$ cat src/rtl/muldiv_pkg.sv
// Shared constants, state encoding and helpers for the MIPS-style HI/LO multiply/divide unit.
package muldiv_pkg;

   localparam int XLEN = 32;

   localparam logic [5:0] F_MFHI  = 6'b010000;
   localparam logic [5:0] F_MTHI  = 6'b010001;
   localparam logic [5:0] F_MFLO  = 6'b010010;
   localparam logic [5:0] F_MTLO  = 6'b010011;
   localparam logic [5:0] F_MULT  = 6'b011000;
   localparam logic [5:0] F_MULTU = 6'b011001;
   localparam logic [5:0] F_DIV   = 6'b011010;
   localparam logic [5:0] F_DIVU  = 6'b011011;

   typedef enum logic [2:0] {
      IDLE,
      MUL,
      DIV,
      FIX,
      DONE
   } state_t;

   // Magnitude of a two's complement operand; 0x80000000 maps to itself as unsigned.
   function automatic logic [XLEN-1:0] mag(input logic [XLEN-1:0] v, input logic sgn);
      return (sgn && v[XLEN-1]) ? -v : v;
   endfunction

endpackage

$ cat src/rtl/muldiv_div_step.sv
// One restoring-division step: shift in the next dividend bit, trial-subtract, restore on borrow.
module div_restoring_step
   import muldiv_pkg::*;
#(
   parameter int W = XLEN
) (
   input  logic [W-1:0] rem,
   input  logic [W-1:0] quo,
   input  logic [W-1:0] divisor,
   output logic [W-1:0] rem_next,
   output logic [W-1:0] quo_next
);

   logic [W:0] shifted;
   logic [W:0] diff;

   assign shifted = {rem, quo[W-1]};
   // rem < divisor keeps shifted below 2*divisor, so diff[W] is the borrow.
   assign diff = shifted - {1'b0, divisor};
   assign rem_next = diff[W] ? shifted[W-1:0] : diff[W-1:0];
   assign quo_next = {quo[W-2:0], ~diff[W]};

endmodule

$ cat src/rtl/muldiv_unit.sv
// Iterative HI/LO multiply/divide unit with MTHI/MTLO/MFHI/MFLO access.
// Define MULDIV_FAST_MUL_EN for a single-cycle multiplier on MULT/MULTU.
module muldiv_unit #(
   parameter int XLEN = 32
) (
   input  logic            clk,
   input  logic            reset,
   input  logic            start,
   input  logic [5:0]      funct,
   input  logic [XLEN-1:0] SrcA,
   input  logic [XLEN-1:0] SrcB,
   output logic            stall,
   output logic            done,
   output logic [XLEN-1:0] Hi,
   output logic [XLEN-1:0] Lo,
   output logic [XLEN-1:0] rd_data
);
   import muldiv_pkg::*;

   state_t            state;
   logic [4:0]        cnt;
   logic [XLEN-1:0]   mag_a;
   logic [XLEN-1:0]   mag_b;
   logic [XLEN-1:0]   raw_a;
   logic [2*XLEN-1:0] acc;
   logic              op_div;
   logic              dz;
   logic              neg_hi;
   logic              neg_lo;

   logic is_mul;
   logic is_div;
   logic is_sgn;
   logic accept;

   always_comb begin
      is_mul = 1'b0;
      is_div = 1'b0;
      is_sgn = 1'b0;
      unique case (funct)
         F_MULT:  begin is_mul = 1'b1; is_sgn = 1'b1; end
         F_MULTU: is_mul = 1'b1;
         F_DIV:   begin is_div = 1'b1; is_sgn = 1'b1; end
         F_DIVU:  is_div = 1'b1;
         default: ;
      endcase
   end

   assign accept = start && (state == IDLE) && (is_mul || is_div);
   assign stall  = accept || (state == MUL) || (state == DIV) || (state == FIX);

   always_comb begin
      rd_data = '0;
      if (funct == F_MFHI)
         rd_data = Hi;
      else if (funct == F_MFLO)
         rd_data = Lo;
   end

   // acc holds {partial product, multiplier} for MUL and {remainder, quotient} for DIV.
   logic [XLEN:0]   mul_sum;
   logic [XLEN-1:0] rem_n;
   logic [XLEN-1:0] quo_n;

   assign mul_sum = {1'b0, acc[2*XLEN-1:XLEN]} + (acc[0] ? {1'b0, mag_a} : '0);

   div_restoring_step #(.W(XLEN)) u_step (
      .rem      (acc[2*XLEN-1:XLEN]),
      .quo      (acc[XLEN-1:0]),
      .divisor  (mag_b),
      .rem_next (rem_n),
      .quo_next (quo_n)
   );

   logic [2*XLEN-1:0] prod;
   logic [2*XLEN-1:0] prod_s;
   logic [XLEN-1:0]   quo_s;
   logic [XLEN-1:0]   rem_s;
   state_t            mul_next;

`ifdef MULDIV_FAST_MUL_EN
   assign prod     = {{XLEN{1'b0}}, mag_a} * {{XLEN{1'b0}}, mag_b};
   assign mul_next = FIX;
`else
   assign prod     = acc;
   assign mul_next = MUL;
`endif

   assign prod_s = neg_lo ? -prod : prod;
   assign quo_s  = neg_lo ? -acc[XLEN-1:0] : acc[XLEN-1:0];
   assign rem_s  = neg_hi ? -acc[2*XLEN-1:XLEN] : acc[2*XLEN-1:XLEN];

   always_ff @(posedge clk or posedge reset) begin
      if (reset) begin
         state  <= IDLE;
         cnt    <= '0;
         mag_a  <= '0;
         mag_b  <= '0;
         raw_a  <= '0;
         acc    <= '0;
         op_div <= 1'b0;
         dz     <= 1'b0;
         neg_hi <= 1'b0;
         neg_lo <= 1'b0;
         Hi     <= '0;
         Lo     <= '0;
         done   <= 1'b0;
      end else begin
         done <= 1'b0;
         unique case (state)
            IDLE: begin
               cnt <= '0;
               if (start && funct == F_MTHI)
                  Hi <= SrcA;
               if (start && funct == F_MTLO)
                  Lo <= SrcA;
               if (accept) begin
                  mag_a  <= mag(SrcA, is_sgn);
                  mag_b  <= mag(SrcB, is_sgn);
                  raw_a  <= SrcA;
                  op_div <= is_div;
                  dz     <= is_div && (SrcB == '0);
                  neg_lo <= is_sgn && (SrcA[XLEN-1] ^ SrcB[XLEN-1]);
                  neg_hi <= is_div && is_sgn && SrcA[XLEN-1];
                  if (is_div) begin
                     acc   <= {{XLEN{1'b0}}, mag(SrcA, is_sgn)};
                     state <= (SrcB == '0) ? FIX : DIV;
                  end else begin
                     acc   <= {{XLEN{1'b0}}, mag(SrcB, is_sgn)};
                     state <= mul_next;
                  end
               end
            end
            MUL: begin
               acc <= {mul_sum, acc[XLEN-1:1]};
               cnt <= cnt + 5'd1;
               if (cnt == 5'd31)
                  state <= FIX;
            end
            DIV: begin
               acc <= {rem_n, quo_n};
               cnt <= cnt + 5'd1;
               if (cnt == 5'd31)
                  state <= FIX;
            end
            FIX: begin
               if (!op_div) begin
                  Hi <= prod_s[2*XLEN-1:XLEN];
                  Lo <= prod_s[XLEN-1:0];
               end else if (dz) begin
                  Hi <= raw_a;
                  Lo <= '1;
               end else begin
                  Hi <= rem_s;
                  Lo <= quo_s;
               end
               done  <= 1'b1;
               state <= DONE;
            end
            DONE:    state <= IDLE;
            default: state <= IDLE;
         endcase
      end
   end

endmodule

$ cat config.mk
export PLATFORM = sky130hd
export DESIGN_NAME = muldiv_unit
export DESIGN_NICKNAME = d
export VERILOG_FILES = /design/src/rtl/muldiv_pkg.sv /design/src/rtl/muldiv_div_step.sv /design/src/rtl/muldiv_unit.sv
export SDC_FILE = /design/constraint.sdc
export NUM_CORES = 1
export LEC_CHECK = 0
export CAP_MARGIN = 20
export CORE_AREA = 2 2 220 222
export CTS_BUF_LIST = sky130_fd_sc_hd__clkbuf_4
export CTS_CLUSTER_SIZE = 30
export DETAILED_ROUTE_END_ITERATION = 16
export DIE_AREA = 0 0 222 224
export PLACE_DENSITY = 0.57
export REMOVE_ABC_BUFFERS = 1
export SLEW_MARGIN = 20
export SYNTH_ARGS = -nofsm -noshare
export SYNTH_HDL_FRONTEND = slang
export SYNTH_HIERARCHICAL = 1
export SYNTH_SLANG_ARGS = --single-unit
$ cat constraint.sdc
create_clock -name clk -period 10.3 [get_ports clk]
set_clock_uncertainty 0.15 [all_clocks]
set_input_delay 1.03 -clock clk [delete_from_list [all_inputs] [get_ports clk]]
set_output_delay 1.03 -clock clk [all_outputs]
set_load 0.1 [all_outputs]
==> out/results.tsv, run 1 <==
metric	value	unit
hold_path_class	reg -> reg	
ys.flop_type	dfrtp_1	
yosysTopAreaCell	dfrtp_1	
io_buffers	170	
yosysWarnings	6	
whs	316	ps
cp.required	9120	ps
drv_slew	0	
yosysTopAreaCellShare	31.5	%
cts.repair.resized	0	
rows	80	
drtIter0Drc	1620	
crit_end	stall	
avgSynthCellArea	8.11	sq um
dp_cells	2936	
setup.worst_path.class	in -> out	
dp_hpwl	49900	um
pwr-share-clk	14.2	%
htree_levels	3	
slowest_delay	1170	ps
drv_cap	0	
max_freq	175	MHz
avgViaCountPerCell	5.90	
timing.final.crit_share	55.3	%
cts.clk_slew.worst_paths	60	ps
worstPathCellList	clkdlybuf4s50_1, nor3b_1, nand3_4, nand3_1, clkdlybuf4s50_1	
cts_buffers	70	
grt_pass1_wl	105000	um
crit_start	funct[4]	
cts_tree	yes	
synth_area	0.0187	sq mm
die_area	0.0497	sq mm
post_cts.repair.setup_buffers	0	
die_y	224	um
cellLeakagePower	9.11	nW
setup_ws	4600	ps
cp-start-kind	input port	
r2r-start	acc[31]	
p_switching	3.31	mW
synth_cell_types	104	
rr_worst_depth	16	
p_sw_share	50.9	%
yosysMostFrequentCell	nand2_1	
fin_setup_tns	0	ps
clock_sinks	236	
status	complete, no violations	
synthCells	2308	
p_seq_share	27.1	%
ant_nets	0	
slew_headroom	23.3	%
crit_top_cell	clkdlybuf4s50_1	
grt_max_degree	102	
layout-drive-gt1-share	9.31	%
grt_pass1_vias	17500	
drt_first_pass_iters	6	
p_per_area	305	mW/mm^2
end_kind	output port	
critPathArrivalTime	4520	ps
synth_edf_count	0	
async_flop_share	100	%
internal_power	3.20	mW
nets	2538	
dieWidth	222	um
cp_slowest_cell	clkdlybuf4s50_1	
drt-total-wl	68400	um
setup_viol	0	
grt_overflow	0	
combPwrFrac	58.6	%
rsz0062_at_grt	false	
syn2layout_area_growth	14.2	%
regToRegSetupSlack	5420	ps
stdcell_count	3054	
initial_utilization	39.5	%
synth_commonest_cells	nand2_1, dfrtp_1, o21ai_0	
synth.area.top_cells	dfrtp_1, nand2_1, o21ai_0	
routedWlPerCell	22.4	um
gp_congestion	0.961	
grt_use_total	27.1	%
seq_area_frac_synth	31.5	%
clk_latency	760	ps
r2r_end	acc[62]	
post-route-min-period	5700	ps
clk_path_buf_depth	3	
place_ws	4560	ps
tightestPinTransition	1150	ps
hold_buffers	0	
hold_viol_final	0	
clockRootBuffer	clkbuf_4	
ir_worst_vdd	0.152	mV
vias	18000	
grt_antenna_before_repair	2	
ys_ff_latch	236	
core-area	0.0473	sq mm
fillers	4870	
fin_util	45.2	%
drcViolationCount	0	
worstPathMaxFanout	55	
ios	171	
[routing by layer]
layer	global-route usage (%)	vias to the layer above	part of all wire [%]
li1	-	8443	-
met1	35.9	8750	44
met2	44.1	687	46
met3	5.77	133	6.6
met4	9.11	0	3.2
met5	0	-	0
[power by group through the flow]
stage / Combinational (mW) / Sequential (mW) / Clock (mW)
after floorplan: 2.35 / 2.10 / 0
after global placement: 3.73 / 1.77 / 0
after detailed placement: 3.77 / 1.78 / 0
after CTS: 3.79 / 1.76 / 0.944
after global routing: 4.15 / 1.81 / 0.994
final: 3.82 / 1.77 / 0.928
[how the worst min path moves through the flow]
stage,startpoint,to,depth (start not counted)
global route,raw_a[18],raw_a[18],2
CTS,raw_a[18],raw_a[18],2
floorplan,mag_a[10],mag_a[10],2
finish,raw_a[18],raw_a[18],2
global placement,raw_a[18],raw_a[18],2
detailed placement,raw_a[18],raw_a[18],2
[layout make-up]
type,count,area (sq um),share of cell area (%)
multi-input combinational,1826,11700,54.7
sequential,236,5910,27.6
timing repair buffer,197,1900,8.88
clock buffer,103,773,3.62
tap,615,769,3.60
inverter,62,248,1.16
clock inverter,13,75.1,0.351
antenna,2,5.00,0.0234
[placed cells by master, fill, tap and decap left out, drive strengths merged, types with 13 or more instances in the layout]
| master | count |
|---|---|
| clkbuf | 103 |
| nand3 | 42 |
| mux2 | 26 |
| or3 | 23 |
| clkdlybuf4s50 | 169 |
| nand2 | 413 |
| and3 | 16 |
| dfrtp | 236 |
| a211oi | 27 |
| nor2 | 156 |
| xor2 | 98 |
| a32oi | 33 |
| ha | 70 |
| a22oi | 46 |
| a21o | 34 |
| or4 | 13 |
| nor4 | 15 |
| a21oi | 108 |
| a31oi | 30 |
| buf | 28 |
| inv | 63 |
| o31ai | 26 |
| mux2i | 62 |
| o211ai | 13 |
| nor3 | 31 |
| o21ai | 212 |
| nand2b | 19 |
| xnor2 | 73 |
| a221oi | 19 |
| o221a | 18 |
| and2 | 45 |
[sequential cells by signal, summed over array words and instances (netlist names), 3 cells and up]
signal and count:
mag_a 32, mag_b 32, state 3, acc 64, Hi 32, cnt 5
Lo 32, raw_a 31
[cell families after synthesis]
| group | count (synthesis) | share of synthesized area (%) |
|---|---|---|
| fa+ha+maj | 74 | 5.00 |
| compound gates | 665 | 23.7 |
| mux | 88 | 5.33 |
| buf+inv | 246 | 6.13 |
| xor+xnor | 171 | 8.00 |
| simple gates | 828 | 20.3 |
| flops | 236 | 31.5 |
[worst max-delay path: cells and delay by family]
family                 cells  cell delay [ps]
buffers and inverters      2             1620
and+or+nand+nor            3             1860
[metrics by stage]
step	cell area (sq um)	power, mW
floorplan	17800	4.46
global placement	20500	5.50
detailed placement	20500	5.55
CTS	21400	6.49
global route	21400	6.95
finish	21400	6.51
Power figures use the tool's default switching activity.
==> run 2, diff against run 1 <==
Clock period 10.3 ns to 5.8 ns, I/O delays scaled along.
==> out/results.tsv, run 2 (synthesized netlist as in run 1, its figures left out) <==
metric	value	unit	change
htree_levels	3		unchanged
drt_first_pass_iters	5		-1
grt_pass1_vias	17700		+0.97%
nets	2552		+0.55%
stdcell_count	3079		+0.82%
pwr-share-clk	13.9	%	-0.3 points
grt_pass1_wl	110000	um	+5.4%
grt_antenna_before_repair	3		+1
clk_path_buf_depth	3		unchanged
fillers	4737		-2.7%
seq_area	0.00591	sq mm	unchanged
worstPathMaxFanout	24		-56%
dp_hpwl	53500	um	+7.3%
drcViolationCount	0		unchanged
cts.clk_slew.worst_paths	80	ps	+20 ps
setup.worst_path.class	reg -> reg		
drt-total-wl	73000	um	+6.7%
dieWidth	222	um	unchanged
hold_buffers	0		unchanged
ant_nets	0		unchanged
whs	190	ps	-125 ps
largest_reg_flops	64		unchanged
setup_viol	0		unchanged
clockRootBuffer	clkbuf_4		
tightestPinTransition	994	ps	-156 ps
grt_overflow	0		unchanged
end_kind	flop		
gp_congestion	0.944		-1.7%
ios	171		unchanged
setup_ws	1380	ps	-3220 ps
avgViaCountPerCell	6.00		+1.8%
cts_tree	yes		
die_area	0.0497	sq mm	unchanged
fin_util	45.3	%	+0.098 points
cts_buffers	71		+1.4%
cts.repair.resized	0		unchanged
max_freq	226	MHz	
timing.final.crit_share	76.2	%	
clock_sinks	236		unchanged
drv_cap	0		unchanged
vias	18500		+2.6%
grt_use_total	28.8	%	+1.7 points
rows	80		unchanged
cellLeakagePower	9.25	nW	+1.6%
drtIter0Drc	1747		+7.8%
routedWlPerCell	23.7	um	+5.9%
mostFrequentLayoutCells	nand2_1, dfrtp_1, o21ai_0		
syn2layout_area_growth	14.5	%	
slew_headroom	33.5	%	+10 points
regMostFlops	acc		
place_ws	1420	ps	-3140 ps
dp_cells	2949		+0.44%
p_per_area	548	mW/mm^2	+80%
hold_viol_final	0		unchanged
rsz0062_at_grt	false		
cp.required	6370	ps	-2750 ps
p_seq_share	26.1	%	-1.0 points
post-route-min-period	4420	ps	
post_cts.repair.setup_buffers	0		unchanged
drv_slew	0		unchanged
clk_latency	840	ps	+80 ps
grt_max_degree	99		-2.9%
initial_utilization	39.5	%	unchanged
p_sw_share	51.6	%	+0.71 points
internal_power	5.68	mW	+78%
cp-start-kind	flop		
core-area	0.0473	sq mm	unchanged
hold_path_class	in -> async		
layout_commonest_cell	nand2_1		
layout-drive-gt1-share	11.2	%	+1.9 points
die_y	224	um	unchanged
io_buffers	170		unchanged
status	complete, no violations		
p_switching	6.06	mW	+83%
multi_input_area	0.0117	sq mm	about the same
combPwrFrac	60.0	%	+1.4 points
critPathArrivalTime	4990	ps	+470 ps
ir_worst_vdd	0.248	mV	+63%
[run 2: cell count changes in the layout (fill, tap and decap cells not counted), moves of 2 or more]
cell             change
clkdlybuf4s50_1     -33
clkinv_1             +6
inv_2                +2
diode_2              +4
buf_4               +45
[run 2: metrics by stage]
stage	total power, mW	cell area [sq um]	setup TNS, ps
global route	12.4	21400	0
detailed placement	10.0	20600	0
floorplan	7.91	17800	-332930
global placement	9.97	20600	0
finish	11.7	21400	0
CTS	11.7	21400	0
[run 2: worst paths after layout]
path / start / end / slack [ps] / depth (start not counted)
worst min register to register: mag_a[6] / mag_a[6] / 310 / 2
worst min-delay path: reset / raw_a[24] / 190 / 2
min in group clk: mag_a[6] / mag_a[6] / 310 / 2
max in group asynchronous: reset / neg_lo / 4090 / 3
worst max register to register: acc[32] / acc[62] / 1380 / 14
worst max-delay path: acc[32] / acc[62] / 1380 / 14
[run 2: cell type report]
class	count	area share, %
Clock buffer	103	3.61
Antenna cell	6	0.0701
Tap cell	615	3.59
Timing Repair Buffer	210	8.99
Clock inverter	21	0.374
Sequential cell	236	27.6
Inverter	62	1.16
Multi-Input combinational cell	1826	54.6
[run 2: power by group through the flow]
stage               registers [mW]  clock network [mW]  logic [mW]
floorplan                     3.74                   0        4.18
global placement              3.07                   0        6.90
detailed placement            3.08                   0        6.95
CTS                           3.05                1.66        6.98
global route                  3.13                1.75        7.56
finish                        3.07                1.63        7.04
[run 2: metal layers]
metal	routed length (um)	global-route usage, %	up-vias
met1	31700	38.4	9055
met4	2310	9.87	2
met3	4910	4.93	153
met2	34100	47.4	797
li1	-	-	8479
met5	18	0	-
[run 2: worst max-delay path: stages, from the launching register on]
cell,delay (ps)
dfrtp_1,540
inv_1,110
fa_1,460
and2b_1,250
o2111ai_2,130
a21oi_2,220
o2111ai_1,260
a211oi_2,350
nor2_4,100
mux2i_4,370
and2_4,320
inv_8,130
mux2_4,310
a221o_1,310
a211o_1,270
==> run 3, diff against run 2 <==
Clock period 5.8 ns to 4.22 ns, I/O delays scaled along.
==> out/results.tsv, run 3 (synthesized netlist as in run 1, its figures left out) <==
metric	value	unit	change
drt-total-wl	71900	um	-1.5%
clock_sinks	236		unchanged
status	complete, no violations		
grt_overflow	0		unchanged
io_buffers	170		unchanged
die_y	224	um	unchanged
htree_levels	3		unchanged
place_ws	273	ps	-1140 ps
routedWlPerCell	22.9	um	-3.5%
internal_power	8.13	mW	+43%
rr_worst_depth	16		+2
worstPathMaxFanout	22		-8.3%
crit_family	compound AO/OA/AOI/OAI gates		
worstHoldPathCells	4		
cp.buffers_inverters	3		+1
cp.required	4750	ps	-1620 ps
cts_buffers	74		+4.2%
rsz0062_at_grt	false		
worst_hold_startpoint	SrcA[16]		
layout-drive-gt1-share	13.6	%	+2.4 points
slowest_delay	420	ps	-120 ps
slew_headroom	32.4	%	-1.1 points
dp_hpwl	53100	um	-0.70%
avgViaCountPerCell	5.93		-1.3%
regMostFlops	acc		
initial_utilization	39.5	%	unchanged
grt_antenna_before_repair	3		unchanged
worstPathCellList	inv_1, ha_1, fa_1, and2b_1, o2111ai_2, a21oi_2, o2111ai_2, a211oi_2, nor2_4, mux2i_4, and2_4, inv_8, buf_12, mux2_4, a221oi_1, o21ai_0		
nets	2623		+2.8%
total_power	16.4	mW	+40%
grt_use_total	28.6	%	-0.27 points
cellLeakagePower	9.70	nW	+4.8%
cp-start-kind	flop		
timing.final.crit_share	93.4	%	+17 points
critPathArrivalTime	4470	ps	-520 ps
largest_reg_flops	64		unchanged
syn2layout_area_growth	19.6	%	
drv_cap	0		unchanged
r2r-start	acc[31]		
grt_pass1_vias	18000		+1.8%
grt_max_degree	90		-9.1%
grt_pass1_wl	109000	um	-0.72%
max_freq	254	MHz	+12%
cp_slowest_cell	fa_1		
holdPathEnd	raw_a[16]		
mostFrequentLayoutCells	nand2_1, dfrtp_1, o21ai_0		
die_area	0.0497	sq mm	unchanged
core-area	0.0473	sq mm	unchanged
drcViolationCount	0		unchanged
p_seq_share	24.2	%	-1.9 points
clk_path_buf_depth	3		unchanged
drt_first_pass_iters	6		+1
cts_tree	yes		
p_per_area	733	mW/mm^2	+34%
setup.worst_path.class	reg -> reg		
p_sw_share	50.4	%	-1.2 points
layout_commonest_cell	nand2_1		
clockRootBuffer	clkbuf_4		
regToRegSetupSlack	280	ps	-1100 ps
post-route-min-period	3940	ps	-478 ps
rows	80		unchanged
tightestPinTransition	1010	ps	+16.5 ps
crit_top_cell	o2111ai_2		
combPwrFrac	62.0	%	+2.0 points
clk_latency	820	ps	-20 ps
drtIter0Drc	1688		-3.4%
vias	18600		+0.72%
drv_slew	0		unchanged
setup_viol	0		unchanged
p_switching	8.27	mW	+37%
hold_path_class	in -> reg		
ios	171		unchanged
dieWidth	222	um	unchanged
hold_viol_final	0		unchanged
setup_ws	278	ps	-1100 ps
ant_nets	0		unchanged
ir_worst_vdd	0.461	mV	+86%
r2r_end	acc[40]		
cts.clk_slew.worst_paths	70	ps	about the same
fin_setup_tns	0	ps	unchanged
gp_congestion	0.982		+4.0%
end_kind	flop		
pwr-share-clk	13.8	%	about the same
## run 3: tightest hold or removal path, delay by kind of cell
family                 cells  cell delay (ps)
buffers and inverters      2              570
AND/OR/NAND/NOR            2              110
## run 3: stage by stage
step | cells | utilization (%) | cell area [sq um] | hold WS (ps)
after CTS | 3134 | 47.2 | 22400 | 151
final | 3142 | 47.3 | 22400 | 194
after floorplan | 2124 | - | 17800 | 281
after global routing | 3141 | 47.3 | 22400 | 165
after global placement | 3014 | 45.4 | 21500 | 296
after detailed placement | 3014 | 45.4 | 21500 | 302
## run 3: area by class of cell
cell class              count  area, sq um
clock inverters            12         46.3
inverters                  62          248
flip-flops and latches    236         5910
diodes                      6         15.0
multi-input cells        1826        11700
clock buffers             107          803
fillers                  4732        25000
well taps                 615          769
repair buffers            278         2890
## run 3: what timing repair did
| item | 4_1_cts | 5_1_grt |
|---|---|---|
| endpoints found under the hold margin | 6 | 0 |
| buffers inserted | 0 | 2 |
| setup endpoints to repair | 0 | 1 |
| resized for setup | 0 | 1 |
| hold buffers | 1 | 0 |
## run 3: per-layer routing
metal  global-route usage, %  vias to the layer above  share of wire (%)  wire [um]
met5                       0                        -                  0          0
met4                    8.37                        0                2.7       1930
met3                    5.51                      122                7.1       5140
met2                    46.8                      752                 47      33600
met1                    38.3                     9124                 43      31300
li1                        -                     8622                  -          -
## run 3: worst max path at each step
stage | from | end | slack, ps | cells after the start
4_1_cts | acc[31] | acc[40] | 200 | 16
6_report | acc[31] | acc[40] | 280 | 16
2_1_floorplan | reset | Hi[0] | -2830 | 1
3_5_place_dp | acc[31] | acc[40] | 270 | 16
3_3_place_gp | acc[31] | acc[40] | 280 | 16
5_1_grt | acc[31] | acc[40] | 20 | 16
## run 3: power by group through the flow
stage	Combinational (mW)	Clock [mW]	Sequential (mW)
finish	10.2	2.26	3.97
global route	10.9	2.44	4.06
CTS	10.1	2.31	3.96
detailed placement	10.0	0	3.99
global placement	9.90	0	3.97
floorplan	5.74	0	5.14
